## config.mk

```make
export PLATFORM = sky130hd
export DESIGN_NAME = serv_fetch_align
export DESIGN_NICKNAME = d
export VERILOG_FILES = /design/src/rtl/serv_fetch_align.sv
export SDC_FILE = /design/constraint.sdc
export NUM_CORES = 1
export LEC_CHECK = 0
export ABC_CLOCK_PERIOD_IN_PS = 6000
export CORE_MARGIN = 2
export CORE_UTILIZATION = 30
export DETAILED_ROUTE_END_ITERATION = 8
export GPL_ROUTABILITY_DRIVEN = 1
export PLACE_DENSITY = 0.49
export SLEW_MARGIN = 20
export SYNTH_ARGS = -nofsm -noshare
export SYNTH_HDL_FRONTEND = slang
export SYNTH_SLANG_ARGS = --single-unit
```

## constraint.sdc

```tcl
create_clock -name i_clk -period 6 [get_ports i_clk]
set_clock_uncertainty 0.1 [all_clocks]
set_input_delay 1.5 -clock i_clk [delete_from_list [all_inputs] [get_ports i_clk]]
set_output_delay 1.5 -clock i_clk [all_outputs]
set_load 0.005 [all_outputs]
```

## src/rtl/serv_fetch_align.sv

```systemverilog
// Fetch-side instruction aligner: halfword-aligned PCs, one-word reuse buffer,
// straddling 32-bit instructions over two words, and RV32C to RV32I expansion.
module serv_fetch_align #(
  parameter bit WITH_C        = 1'b1,
  parameter bit ILLEGAL_CHECK = 1'b1
) (
  input  logic        i_clk,
  input  logic        i_rst,
  input  logic        i_flush,
  input  logic [31:0] i_cpu_adr,
  input  logic        i_cpu_cyc,
  output logic [31:0] o_cpu_rdt,
  output logic        o_cpu_ack,
  output logic        o_cpu_iscomp,
  output logic        o_cpu_illegal,
  output logic [31:0] o_mem_adr,
  output logic        o_mem_cyc,
  input  logic [31:0] i_mem_rdt,
  input  logic        i_mem_ack
);

  localparam int unsigned WAW = 30;

  localparam logic [6:0] OP_IMM = 7'b0010011;
  localparam logic [6:0] OP_LUI = 7'b0110111;
  localparam logic [6:0] OP_LD  = 7'b0000011;
  localparam logic [6:0] OP_ST  = 7'b0100011;
  localparam logic [6:0] OP_OP  = 7'b0110011;
  localparam logic [6:0] OP_JAL = 7'b1101111;
  localparam logic [6:0] OP_JR  = 7'b1100111;
  localparam logic [6:0] OP_BR  = 7'b1100011;

  typedef enum logic [1:0] {IDLE, FETCH_A, FETCH_B, RESP} state_e;

  state_e           state_q, state_d;
  logic [31:0]      buf_q, buf_d;
  logic [WAW-1:0]   buf_adr_q, buf_adr_d;
  logic             buf_v_q, buf_v_d;
  logic [15:0]      lo_q, lo_d, hi_q, hi_d;
  logic [30:0]      req_adr_q, req_adr_d;
  logic [31:0]      rdt_q, rdt_d;
  logic             ack_q, ack_d;
  logic             iscomp_q, iscomp_d;
  logic             illegal_q, illegal_d;
  logic [31:0]      mem_adr_q, mem_adr_d;
  logic             mem_cyc_q, mem_cyc_d;

  logic [WAW-1:0]   cur_a, nxt_a;
  logic             cur_h, hit;
  logic [31:0]      exp_ins;
  logic             exp_ill;
  logic             unused_adr0;

  assign unused_adr0 = i_cpu_adr[0];

  // Returns {illegal, expanded instruction} for a 16-bit encoding.
  function automatic logic [32:0] expand(input logic [15:0] c);
    logic [31:0] ins;
    logic        ill;
    logic [4:0]  rd, rs2, rdp, rs1p;
    logic [20:0] joff;
    logic [12:0] boff;
    ins  = 32'h0;
    ill  = 1'b0;
    rd   = c[11:7];
    rs2  = c[6:2];
    rdp  = {2'b01, c[4:2]};
    rs1p = {2'b01, c[9:7]};
    joff = {{10{c[12]}}, c[8], c[10:9], c[6], c[7], c[2], c[11], c[5:3], 1'b0};
    boff = {{5{c[12]}}, c[6:5], c[2], c[11:10], c[4:3], 1'b0};
    case (c[1:0])
      2'b00: begin
        case (c[15:13])
          3'b000: ins = {2'b00, c[10:7], c[12:11], c[5], c[6], 2'b00, 5'd2, 3'b000, rdp, OP_IMM};
          3'b010: ins = {5'b0, c[5], c[12:10], c[6], 2'b00, rs1p, 3'b010, rdp, OP_LD};
          3'b110: ins = {5'b0, c[5], c[12], rdp, rs1p, 3'b010, c[11:10], c[6], 2'b00, OP_ST};
          default: ill = 1'b1;
        endcase
      end
      2'b01: begin
        case (c[15:13])
          3'b000: ins = {{7{c[12]}}, c[6:2], rd, 3'b000, rd, OP_IMM};
          3'b001: ins = {joff[20], joff[10:1], joff[11], joff[19:12], 5'd1, OP_JAL};
          3'b010: ins = {{7{c[12]}}, c[6:2], 5'd0, 3'b000, rd, OP_IMM};
          3'b011: begin
            ill = ({c[12], c[6:2]} == 6'd0);
            if (rd == 5'd2)
              ins = {{3{c[12]}}, c[4:3], c[5], c[2], c[6], 4'b0000, 5'd2, 3'b000, 5'd2, OP_IMM};
            else
              ins = {{15{c[12]}}, c[6:2], rd, OP_LUI};
          end
          3'b100: begin
            case (c[11:10])
              2'b00: ins = {7'b0000000, c[6:2], rs1p, 3'b101, rs1p, OP_IMM};
              2'b01: ins = {7'b0100000, c[6:2], rs1p, 3'b101, rs1p, OP_IMM};
              2'b10: ins = {{7{c[12]}}, c[6:2], rs1p, 3'b111, rs1p, OP_IMM};
              default: begin
                ill = c[12];
                case (c[6:5])
                  2'b00:   ins = {7'b0100000, rdp, rs1p, 3'b000, rs1p, OP_OP};
                  2'b01:   ins = {7'b0000000, rdp, rs1p, 3'b100, rs1p, OP_OP};
                  2'b10:   ins = {7'b0000000, rdp, rs1p, 3'b110, rs1p, OP_OP};
                  default: ins = {7'b0000000, rdp, rs1p, 3'b111, rs1p, OP_OP};
                endcase
              end
            endcase
          end
          3'b101:  ins = {joff[20], joff[10:1], joff[11], joff[19:12], 5'd0, OP_JAL};
          3'b110:  ins = {boff[12], boff[10:5], 5'd0, rs1p, 3'b000, boff[4:1], boff[11], OP_BR};
          default: ins = {boff[12], boff[10:5], 5'd0, rs1p, 3'b001, boff[4:1], boff[11], OP_BR};
        endcase
      end
      2'b10: begin
        case (c[15:13])
          3'b000: ins = {7'b0, c[6:2], rd, 3'b001, rd, OP_IMM};
          3'b010: begin
            ins = {4'b0, c[3:2], c[12], c[6:4], 2'b00, 5'd2, 3'b010, rd, OP_LD};
            ill = (rd == 5'd0);
          end
          3'b100: begin
            if (!c[12]) begin
              if (rs2 == 5'd0) begin
                ins = {12'b0, rd, 3'b000, 5'd0, OP_JR};
                ill = (rd == 5'd0);
              end else begin
                ins = {7'b0, rs2, 5'd0, 3'b000, rd, OP_OP};
              end
            end else if (rs2 == 5'd0) begin
              ins = (rd == 5'd0) ? 32'h0010_0073 : {12'b0, rd, 3'b000, 5'd1, OP_JR};
            end else begin
              ins = {7'b0, rs2, rd, 3'b000, rd, OP_OP};
            end
          end
          3'b110:  ins = {4'b0, c[8:7], c[12], c[6:2], 5'd2, 3'b010, c[11:9], 2'b00, OP_ST};
          default: ill = 1'b1;
        endcase
      end
      default: ill = 1'b0;
    endcase
    if (c == 16'h0000) ill = 1'b1;
    return {ill, ins};
  endfunction

  // The PC is taken live while idle and from the latched request afterwards.
  always_comb begin
    cur_a = (state_q == IDLE) ? i_cpu_adr[31:2] : req_adr_q[30:1];
    cur_h = (state_q == IDLE) ? i_cpu_adr[1]    : req_adr_q[0];
    nxt_a = cur_a + WAW'(1);
    hit   = buf_v_q && !i_flush && (buf_adr_q == cur_a);
  end

  always_comb begin
    state_d   = state_q;
    buf_d     = buf_q;
    buf_adr_d = buf_adr_q;
    buf_v_d   = buf_v_q;
    lo_d      = lo_q;
    hi_d      = hi_q;
    req_adr_d = req_adr_q;
    rdt_d     = rdt_q;
    ack_d     = 1'b0;
    iscomp_d  = iscomp_q;
    illegal_d = illegal_q;
    mem_adr_d = mem_adr_q;
    mem_cyc_d = 1'b0;
    exp_ins   = 32'h0;
    exp_ill   = 1'b0;

    case (state_q)
      IDLE: begin
        if (i_cpu_cyc) begin
          req_adr_d = i_cpu_adr[31:1];
          if (WITH_C && hit) begin
            lo_d = cur_h ? buf_q[31:16] : buf_q[15:0];
            hi_d = buf_q[31:16];
            if (cur_h && (buf_q[17:16] == 2'b11)) begin
              state_d   = FETCH_B;
              mem_adr_d = {nxt_a, 2'b00};
            end else begin
              state_d = RESP;
            end
          end else begin
            state_d   = FETCH_A;
            mem_adr_d = {cur_a, 2'b00};
          end
        end
      end
      FETCH_A: begin
        if (i_mem_ack) begin
          state_d = RESP;
          if (WITH_C) begin
            buf_d     = i_mem_rdt;
            buf_adr_d = cur_a;
            buf_v_d   = 1'b1;
            lo_d      = cur_h ? i_mem_rdt[31:16] : i_mem_rdt[15:0];
            hi_d      = i_mem_rdt[31:16];
            if (cur_h && (i_mem_rdt[17:16] == 2'b11)) begin
              state_d   = FETCH_B;
              mem_adr_d = {nxt_a, 2'b00};
            end
          end
        end
      end
      FETCH_B: begin
        if (i_mem_ack) begin
          hi_d      = i_mem_rdt[15:0];
          buf_d     = i_mem_rdt;
          buf_adr_d = nxt_a;
          buf_v_d   = 1'b1;
          state_d   = RESP;
        end
      end
      default: state_d = IDLE;
    endcase

    if (i_flush) buf_v_d = 1'b0;
    mem_cyc_d = (state_d == FETCH_A) || (state_d == FETCH_B);

    // Response word is formed on the edge that enters RESP.
    if (state_d == RESP) begin
      ack_d = 1'b1;
      {exp_ill, exp_ins} = expand(lo_d);
      if (!WITH_C) begin
        rdt_d     = i_mem_rdt;
        iscomp_d  = 1'b0;
        illegal_d = 1'b0;
      end else if (lo_d[1:0] == 2'b11) begin
        rdt_d     = {hi_d, lo_d};
        iscomp_d  = 1'b0;
        illegal_d = 1'b0;
      end else begin
        iscomp_d  = 1'b1;
        illegal_d = ILLEGAL_CHECK && exp_ill;
        rdt_d     = (ILLEGAL_CHECK && exp_ill) ? {16'h0000, lo_d} : exp_ins;
      end
    end
  end

  always_ff @(posedge i_clk) begin
    if (i_rst) begin
      state_q   <= IDLE;
      buf_q     <= 32'h0;
      buf_adr_q <= '0;
      buf_v_q   <= 1'b0;
      lo_q      <= 16'h0;
      hi_q      <= 16'h0;
      req_adr_q <= 31'h0;
      rdt_q     <= 32'h0;
      ack_q     <= 1'b0;
      iscomp_q  <= 1'b0;
      illegal_q <= 1'b0;
      mem_adr_q <= 32'h0;
      mem_cyc_q <= 1'b0;
    end else begin
      state_q   <= state_d;
      buf_q     <= buf_d;
      buf_adr_q <= buf_adr_d;
      buf_v_q   <= buf_v_d;
      lo_q      <= lo_d;
      hi_q      <= hi_d;
      req_adr_q <= req_adr_d;
      rdt_q     <= rdt_d;
      ack_q     <= ack_d;
      iscomp_q  <= iscomp_d;
      illegal_q <= illegal_d;
      mem_adr_q <= mem_adr_d;
      mem_cyc_q <= mem_cyc_d;
    end
  end

  assign o_cpu_rdt     = rdt_q;
  assign o_cpu_ack     = ack_q;
  assign o_cpu_iscomp  = iscomp_q;
  assign o_cpu_illegal = illegal_q;
  assign o_mem_adr     = mem_adr_q;
  assign o_mem_cyc     = mem_cyc_q;

endmodule

```

== Yosys cells after proc, flatten, opt, wreduce, memory -nomap -nowiden ==
Cells that the tools add are included.
Widths: inputs -> output; s select.
Storage, ports and cells
  bits in registers: 196
  bits in latches: 0
  memory bits (writable): 0
  bits in read-only memories: 0
  output and inout port bits: 68
  logic and storage cells: 121
  memories kept: 0
Operators by class
  add/subtract/negate cells: 1
  multiply operators: 0
  div/mod/pow operators: 0
  $lt $le $gt $ge: 0
  equal/unequal tests: 27
  shift-type cells: 0
  muxes and demuxes: 54
  bitwise gates (word level): 0
  reduce and logical (&&, ||, !) cells: 26
Operators by type and width (count)
  $mux 32: 7
  $pmux 32 s7: 1
  $pmux 32 s3: 2
  $mux 16: 9
  $pmux 28 s4: 1
  $pmux 31 s3: 1
  $mux 30: 3
  $pmux 30 s3: 1
  $mux 25: 3
  $pmux 32 s2: 1
  $pmux 30 s2: 1
  $pmux 16 s3: 1
  $pmux 16 s2: 1
  $add 30x1->30 const B: 1
  $eq 30x30->1: 1
  $mux 29: 1
  $mux 21: 1
  $eq 2x2->1 const B: 9
  $logic_not 16->1: 1
  $mux 1: 12
  $eq 2x1->1 const B: 5
  $logic_not 5->1: 2
  $eq 3x3->1 const B: 3
  $logic_not 2->1: 4
  other kinds (20): 36

== Depth between registers and ports, before layout ==
Gate-level depths: netlist of the first run.
  depth in word-level cells: 16
  gate-level depth with buffers: 20
  mapped depth without buffers: 17

== Worst setup path after synthesis of the first run ==
OpenSTA, ideal clock, no wires.
  path kind: input port to flip-flop
  start point: in i_cpu_adr[27]
  end point: reg rdt_q[12], in the netlist o_cpu_rdt[12]
  arrival time: 4753 ps
  data required time: 5778 ps
  setup slack: 1025 ps
  stages on the path: 14
  cells stage by stage: mux2i_2 xnor2_1 nor4_2 nand4_1 or2_1 buf_2 a311oi_2 and2_1 nand2_1 o32ai_2 or4_4 buf_4 a211oi_1 a311o_1
Between the ends
  word-level cells in the longest chain between the ends: 15
  elaborated cells between the ends (all ways): 54
Ends and longest elaborated chain
  start: declaration: RTL line 10  | input logic [31:0] i_cpu_adr,
  $mux 30 (*): RTL line 146  | cur_a = (state_q == IDLE) ? i_cpu_adr[31:2] : req_adr_q[30:1];
  $eq 30x30->1 (*): RTL line 149  | hit = buf_v_q && !i_flush && (buf_adr_q == cur_a);
  $logic_and 1x1->1 (*): RTL line 149
  $mux 16: RTL line 173  | if (WITH_C && hit) begin
  $mux 16: RTL line 171  | if (i_cpu_cyc) begin
  $pmux 16 s2: RTL line 169  | case (state_q)
  $logic_not 5->1 (tied with other cells): RTL line 118, 124
  $mux 1 / $reduce_or 3->1 (equally long branches)
  $mux 1 (on tied branches): RTL line 121, 93
  $pmux 1 s3 / $pmux 1 s2 (equally long branches): RTL line 114, 81
  $pmux 1 s3: RTL line 71  | case (c[1:0])
  $mux 1: RTL line 140  | if (c == 16'h0000) ill = 1'b1;
  $mux 1: RTL line 220  | if (state_d == RESP) begin
  $mux 32: RTL line 234  | rdt_d = (ILLEGAL_CHECK && exp_ill) ? {16'h0000, lo_d} : exp_ins;
  $mux 32: RTL line 227  | end else if (lo_d[1:0] == 2'b11) begin
  end signal: assignment: RTL line 262  | rdt_q <= rdt_d;
  end: declaration: RTL line 41  | logic [31:0] rdt_q, rdt_d;
Every way passes the cells marked *; elsewhere a longest branch is shown, timed or not. The select of a mux whose other input is x is not followed.
A chain may end at the register's enable or synchronous reset.

== Final worst setup path of the first run ==
  start point: in i_cpu_adr[19]
  end point: reg rdt_q[23], in the netlist o_cpu_rdt[23]
The elaborated chain is that of the path after synthesis.

==> results.txt, run 1 <==
status = completed
CP max FO = 19
Seq/Total Area, Yosys = 32.3%
worst path bufs/invs = 4
Crit path depth = 16
CP max stage cell = clkdlybuf4s50_1
Post-CTS Hold Buffers = 0
worst hold-check path type = flip-flop to flip-flop
Switch Pwr = 2.41 mW
core area = 0.0396 mm2
I/O Pins = 137
crit share post-route = 93.4%
Worst R2R End = o_cpu_rdt[21]$_SDFFE_PP0P_
Post-synth EDFFs = 0
die width = 204 um
Slowest Stage Delay on Critical Path = 0.44 ns
global-route wire length before repair = 73900 um
cts bufs inserted = 17
cells on worst reg2reg path = 16
post-DP HPWL = 35500 um
Comb pwr share = 50.6%
Critical Path End Type = flip-flop
CTS tree = built
asr flop ratio synth = 0%
Final Core Density = 38.0%
worst vdd rail ir drop = 0.272 mV
relative slew slack = 32.7%
clk sinks = 194
DR pass1 iterations = 5
Worst-Margin Slew = 1.01 ns
Routed WL = 48500 um
initial antenna violation count = 1
layout cell share with drive strength beyond 1 = 12.6%
crit path from = i_cpu_adr[19]
H-tree Lvls = 4
crit path cell chain = clkdlybuf4s50_1 -> mux2i_2 -> xnor2_1 -> nor4_1 -> nand4_1 -> buf_4 -> nor2_1 -> a221oi_2 -> nor4b_2 -> nand2_1 -> o32ai_2 -> buf_4 -> nor4_4 -> buf_12 -> o21ai_0 -> a211oi_1
number of synthesized register bits = 194
non-filler cells, final = 2314
critical path's most frequent cell = buf_4
CP Class = primary input to flip-flop
Fin. Hold Viols = 0
Worst-path clk slew = 0.08 ns
total power = 5.60 mW
Bufs on Longest Clock Path = 2
placed cells = 2283
Post-CTS Setup Bufs = 0
Fmax = 0.178 GHz
Synth Flop Type = dfxtp_1
Final Setup Violations = 0
DRC Markers = 0
Initial Util = 30.4%
DR vias = 12600
Max Cap Viol = 0
global placer's final weighted congestion = 0.918
WL/cell = 21.0 um
DIE AREA = 0.0418 mm2
reg2reg start = state_q[0]$_SDFF_PP0_
Reg2Reg Setup Slack = 0.47 ns
worst-skew pair later-pin latency = 0.47 ns
P_int = 3.20 mW
post-layout minimum cycle time = 5.60 ns
WP data arrival = 5.82 ns
switch share = 42.9%
initial drt markers = 957
Resized cells post-CTS = 0
RSZ-0062 raised after global routing = false
synth warn = 0
pwr/cell area = 372 mW/mm2
Total Routing Usage GR = 23.2%
post-synthesis cell area = 0.0120 mm2
vias in the first global route = 12100
largest net degree at the start of global routing = 92
Routed Antenna Nets = 0
Mapped Cells = 1622
crit start category = primary input
design area = 0.0151 mm2
ANT cells = 0
root buffer cell = clkbuf_16
Site Rows = 73
height of the die = 204 um
synthesized area per cell = 7.42 um2
register share of total power = 28.7%
Remaining Overflow, GRT = 0
Unique masters post-synth = 85
P&R area growth vs syn = 25.2%
Buffers on Ports = 133
worst setup path end = o_cpu_rdt[23]$_SDFFE_PP0P_
clock power share = 20.8%
Worst path top cell family by delay = simple AND/OR/NAND/NOR gates
TNS Setup = 0 ns
dpl cell area = 0.0145 mm2
Via-to-Cell Ratio = 5.46
Nets = 1853
Slew Limit Fails = 0
WP data required = 6.22 ns
leakage power = 5.20 nW
[power groups by stage]
stage               clock [mW]  sequential (mW)  combinational (mW)
floorplan                    0             1.61                1.67
global placement             0             1.63                2.82
detailed placement           0             1.64                2.81
CTS                       1.20             1.61                2.82
global route              1.25             1.63                3.07
finish                    1.16             1.61                2.83
[through the flow]
step                      hold WS, ns  setup slack [ns]
after global routing            0.377            0.0589
after CTS                       0.354             0.445
after global placement          0.338            0.0219
after floorplan                 0.336              1.02
final                           0.351             0.396
after detailed placement        0.344            0.0506
[synthesized netlist by cell type (12+ instances only)]
| cell type | count | area (um2) |
|---|---|---|
| xor2_1 | 18 | 158 |
| o211ai_1 | 19 | 143 |
| xnor2_1 | 51 | 447 |
| or3_1 | 15 | 93.8 |
| a22o_1 | 19 | 166 |
| a21oi_1 | 217 | 1090 |
| a211oi_1 | 41 | 308 |
| and3_1 | 12 | 75.1 |
| nor3_1 | 28 | 140 |
| nand3_1 | 38 | 190 |
| a221o_1 | 17 | 170 |
| nor4_1 | 20 | 125 |
| a31oi_1 | 14 | 87.6 |
| dfxtp_1 | 194 | 3880 |
| nor2_1 | 143 | 537 |
| mux2i_2 | 18 | 248 |
| nand4_1 | 12 | 75.1 |
| o21ai_0 | 99 | 495 |
| nand2_1 | 309 | 1160 |
| mux2i_1 | 16 | 160 |
| clkbuf_1 | 101 | 379 |
[state kept, by name, summed over array words and instances, names as in the netlist, 2 cells and up]
signal	flops
lo_q	16
state_q	2
o_cpu_rdt	32
hi_q	16
buf_q	32
o_mem_adr	30
req_adr_q	31
buf_adr_q	30
[per-layer routing]
layer / vias to the layer above / part of all wire [%] / global-route usage (%)
met1: 6085 / 46 / 31.9
met4: 2 / 2.9 / 8.00
met3: 60 / 5.3 / 3.67
li1: 6113 / - / -
met2: 375 / 45 / 36.6
met5: - / 0.027 / 0
[worst min-delay path, cell delays in order (launching register included)]
cell and delay [ns]:
dfxtp_1 0.31, nand2_1 0.05, a21oi_1 0.05
[how the worst min path moves through the flow]
stage / start / endpoint / depth (start not counted)
floorplan: buf_q[0]$_SDFFE_PP0P_ / buf_q[0]$_SDFFE_PP0P_ / 2
global placement: o_mem_adr[12]$_SDFFE_PP0P_ / o_mem_adr[12]$_SDFFE_PP0P_ / 2
detailed placement: o_mem_adr[31]$_SDFFE_PP0P_ / o_mem_adr[31]$_SDFFE_PP0P_ / 2
CTS: o_mem_adr[12]$_SDFFE_PP0P_ / o_mem_adr[12]$_SDFFE_PP0P_ / 2
global route: buf_q[4]$_SDFFE_PP0P_ / buf_q[4]$_SDFFE_PP0P_ / 2
finish: o_mem_adr[19]$_SDFFE_PP0P_ / o_mem_adr[19]$_SDFFE_PP0P_ / 2
[cells by family (layout without fill, tap and decap cells)]
| logic type | count (synthesis) | count (layout) | share of synthesized area [%] |
|---|---|---|---|
| AO/OA/AOI/OAI | 520 | 520 | 27.3 |
| XOR/XNOR | 69 | 69 | 5.02 |
| adder cells (fa/ha/maj) | 7 | 7 | 0.727 |
| buffers and inverters | 139 | 305 | 4.80 |
| flip-flops | 194 | 194 | 32.3 |
| multiplexers | 49 | 49 | 5.73 |
| other | 1 | 2 | 0.0311 |
| AND/OR/NAND/NOR | 643 | 643 | 24.2 |
[placed cells by master (no fill, tap or decap), types with 6 or more instances in the layout]
cell type / n
mux2i_4: 10
inv_1: 11
and3_1: 12
mux2i_2: 19
nand3b_1: 9
nor2_1: 142
o22ai_1: 9
a21oi_1: 217
clkdlybuf4s50_1: 132
mux2i_1: 15
clkbuf_16: 17
dfxtp_1: 194
xor2_1: 18
nand3_1: 38
nor2b_1: 8
o31ai_1: 11
a22oi_1: 7
xnor2_1: 51
nand2_1: 309
o21ai_0: 99
and2_1: 6
a211oi_1: 41
a31oi_1: 13
o211ai_1: 19
o21a_1: 8
a22o_1: 19
or3_1: 15
nor4_1: 20
nor3_1: 28
nand2b_1: 11
nand4_1: 12
buf_4: 127
a221o_1: 17
[layout make-up]
type | count | area, um2
clock buffer | 19 | 443
clock inverter | 12 | 124
fill | 4192 | 24600
inverter | 13 | 48.8
multi-input combinational | 1290 | 7610
sequential | 194 | 3880
tap | 525 | 657
timing repair buffer | 261 | 2310
Note: power is estimated with default switching activity, not from simulation.
==> inputs of run 2 (changes only) <==
--- a/config.mk
+++ b/config.mk
@@ -5,7 +5,7 @@
 export SDC_FILE = /design/constraint.sdc
 export NUM_CORES = 1
 export LEC_CHECK = 0
-export ABC_CLOCK_PERIOD_IN_PS = 6000
+export ABC_CLOCK_PERIOD_IN_PS = 6550
 export CORE_MARGIN = 2
 export CORE_UTILIZATION = 30
 export DETAILED_ROUTE_END_ITERATION = 8
==> constraint.sdc (replaced) <==
create_clock -name i_clk -period 6.55 [get_ports i_clk]
set_clock_uncertainty 0.1 [all_clocks]
set_input_delay 1.6375 -clock i_clk [delete_from_list [all_inputs] [get_ports i_clk]]
set_output_delay 1.6375 -clock i_clk [all_outputs]
set_load 0.005 [all_outputs]
==> run 2 against run 1 <==
  * Register-to-register slack better by 0.12 ns
  * First-iteration DRC count down 3.7%
  * Flip-flop and latch count unchanged
  * Die area unchanged
  * Critical path depth down 3
  * Non-clock buffer count shrank 15
  * Sequential share of layout area increased by 0.16 points
  * Combinational power fell by 9.5%
==> results.txt, run 2 (same netlist as run 1, synthesis figures left out) <==
Final Setup Violations = 0
Nets = 1838
Routed WL = 48400 um
Fillers = 4260
Post-CTS Setup Bufs = 0
crit start category = primary input
Total Routing Usage GR = 23.2%
WP data required = 6.81 ns
initial drt markers = 922
pwr/cell area = 342 mW/mm2
relative slew slack = 27.1%
Via-to-Cell Ratio = 5.49
post-layout minimum cycle time = 6.13 ns
DR vias = 12600
Worst-path clk slew = 0.07 ns
worst-skew pair later-pin latency = 0.47 ns
I/O Pins = 137
layout cell share with drive strength beyond 1 = 11.9%
Max Cap Viol = 0
WL/cell = 21.1 um
core area = 0.0396 mm2
TNS Setup = 0 ns
die width = 204 um
design area = 0.0150 mm2
crit share post-route = 93.6%
Fin. Hold Viols = 0
DR pass1 iterations = 5
Fmax = 0.163 GHz
cts bufs inserted = 17
Remaining Overflow, GRT = 0
Bufs on Longest Clock Path = 2
CP max FO = 19
Initial Util = 30.4%
vias in the first global route = 12000
root buffer cell = clkbuf_16
clk sinks = 194
WP data arrival = 6.40 ns
status = completed
CP Class = primary input to flip-flop
global-route wire length before repair = 74000 um
initial antenna violation count = 0
Critical Path End Type = flip-flop
Routed Antenna Nets = 0
commonest cells after routing, fill and taps aside = nand2_1, a21oi_1, dfxtp_1
ANT cells = 0
global placer's final weighted congestion = 0.913
Slew Limit Fails = 0
commonest non-fill, non-tap cell in the layout = nand2_1
Buffers on Ports = 133
height of the die = 204 um
worst hold-check path type = flip-flop to flip-flop
leakage power = 5.15 nW
Resized cells post-CTS = 0
Post-CTS Hold Buffers = 0
H-tree Lvls = 4
DIE AREA = 0.0418 mm2
Site Rows = 73
largest net degree at the start of global routing = 117
DRC Markers = 0
worst vdd rail ir drop = 0.184 mV
CTS tree = built
post-DP HPWL = 34900 um
Worst-Margin Slew = 1.09 ns
dpl cell area = 0.0144 mm2
RSZ-0062 raised after global routing = false
P&R area growth vs syn = 24.4%
## run 2: changes by cell type in the layout (fill, tap and decap cells not counted)
cell | previous run | this run
clkbuf_1 | 1 | 2
clkbuf_8 | 1 | 3
inv_6 | 3 | 5
clkinv_4 | 2 | 1
clkinv_2 | 1 | 0
buf_4 | 127 | 112
clkinvlp_4 | 3 | 1
## run 2: worst paths after layout
check / from / endpoint / slack, ns / cells after the start
setup reg to reg: state_q[0]$_SDFF_PP0_ / o_cpu_rdt[23]$_SDFFE_PP0P_ / 0.59 / 15
hold / removal: o_mem_adr[16]$_SDFFE_PP0P_ / o_mem_adr[16]$_SDFFE_PP0P_ / 0.35 / 2
hold reg to reg: o_mem_adr[16]$_SDFFE_PP0P_ / o_mem_adr[16]$_SDFFE_PP0P_ / 0.35 / 2
setup / recovery: i_cpu_adr[26] / o_cpu_rdt[23]$_SDFFE_PP0P_ / 0.42 / 13
## run 2: cell type report
type	instances	area, um2	area share [%]
clock inverters	10	113	0.752
clock buffers	22	474	3.17
inverters	13	48.8	0.326
flip-flops and latches	194	3880	25.9
repair buffers	246	2190	14.6
multi-input cells	1290	7610	50.8
well taps	525	657	4.38
## run 2: worst max-delay path: stages
cell and delay [ns]:
clkdlybuf4s50_1 0.50, mux2i_2 0.41, xnor2_1 0.16, nor4_1 0.36, and4_1 0.44, nand3_1 0.22
o22ai_1 0.44, o21ai_1 0.15, a32oi_2 0.22, o32ai_2 0.18, nor4_4 0.95, o21ai_0 0.42
a211oi_1 0.29
## run 2: power breakdown
group	leakage [nW]	switching [mW]	internal, mW
Combinational	3.28	1.56	0.999
Clock	0.287	0.528	0.568
Sequential	1.58	0.114	1.36
## run 2: metal layers
layer  GRT usage (%)  vias up  share of wire [%]
li1                -     6097                  -
met1            31.9     6079                 47
met2            36.3      387                 45
met3            3.40       72                4.8
met4            9.50        0                3.4
met5               0        -                  0
## run 2: stage by stage
stage	hold WS [ns]	setup WS [ns]	total power, mW	instances	utilization, %
final	0.353	0.416	5.13	2300	37.8
after global placement	0.339	0.0635	4.04	2268	36.3
after floorplan	0.336	1.44	3.01	1623	-
after global routing	0.367	0.105	5.44	2300	37.8
after detailed placement	0.345	0.0228	4.03	2268	36.3
after CTS	0.356	0.486	5.15	2300	37.8
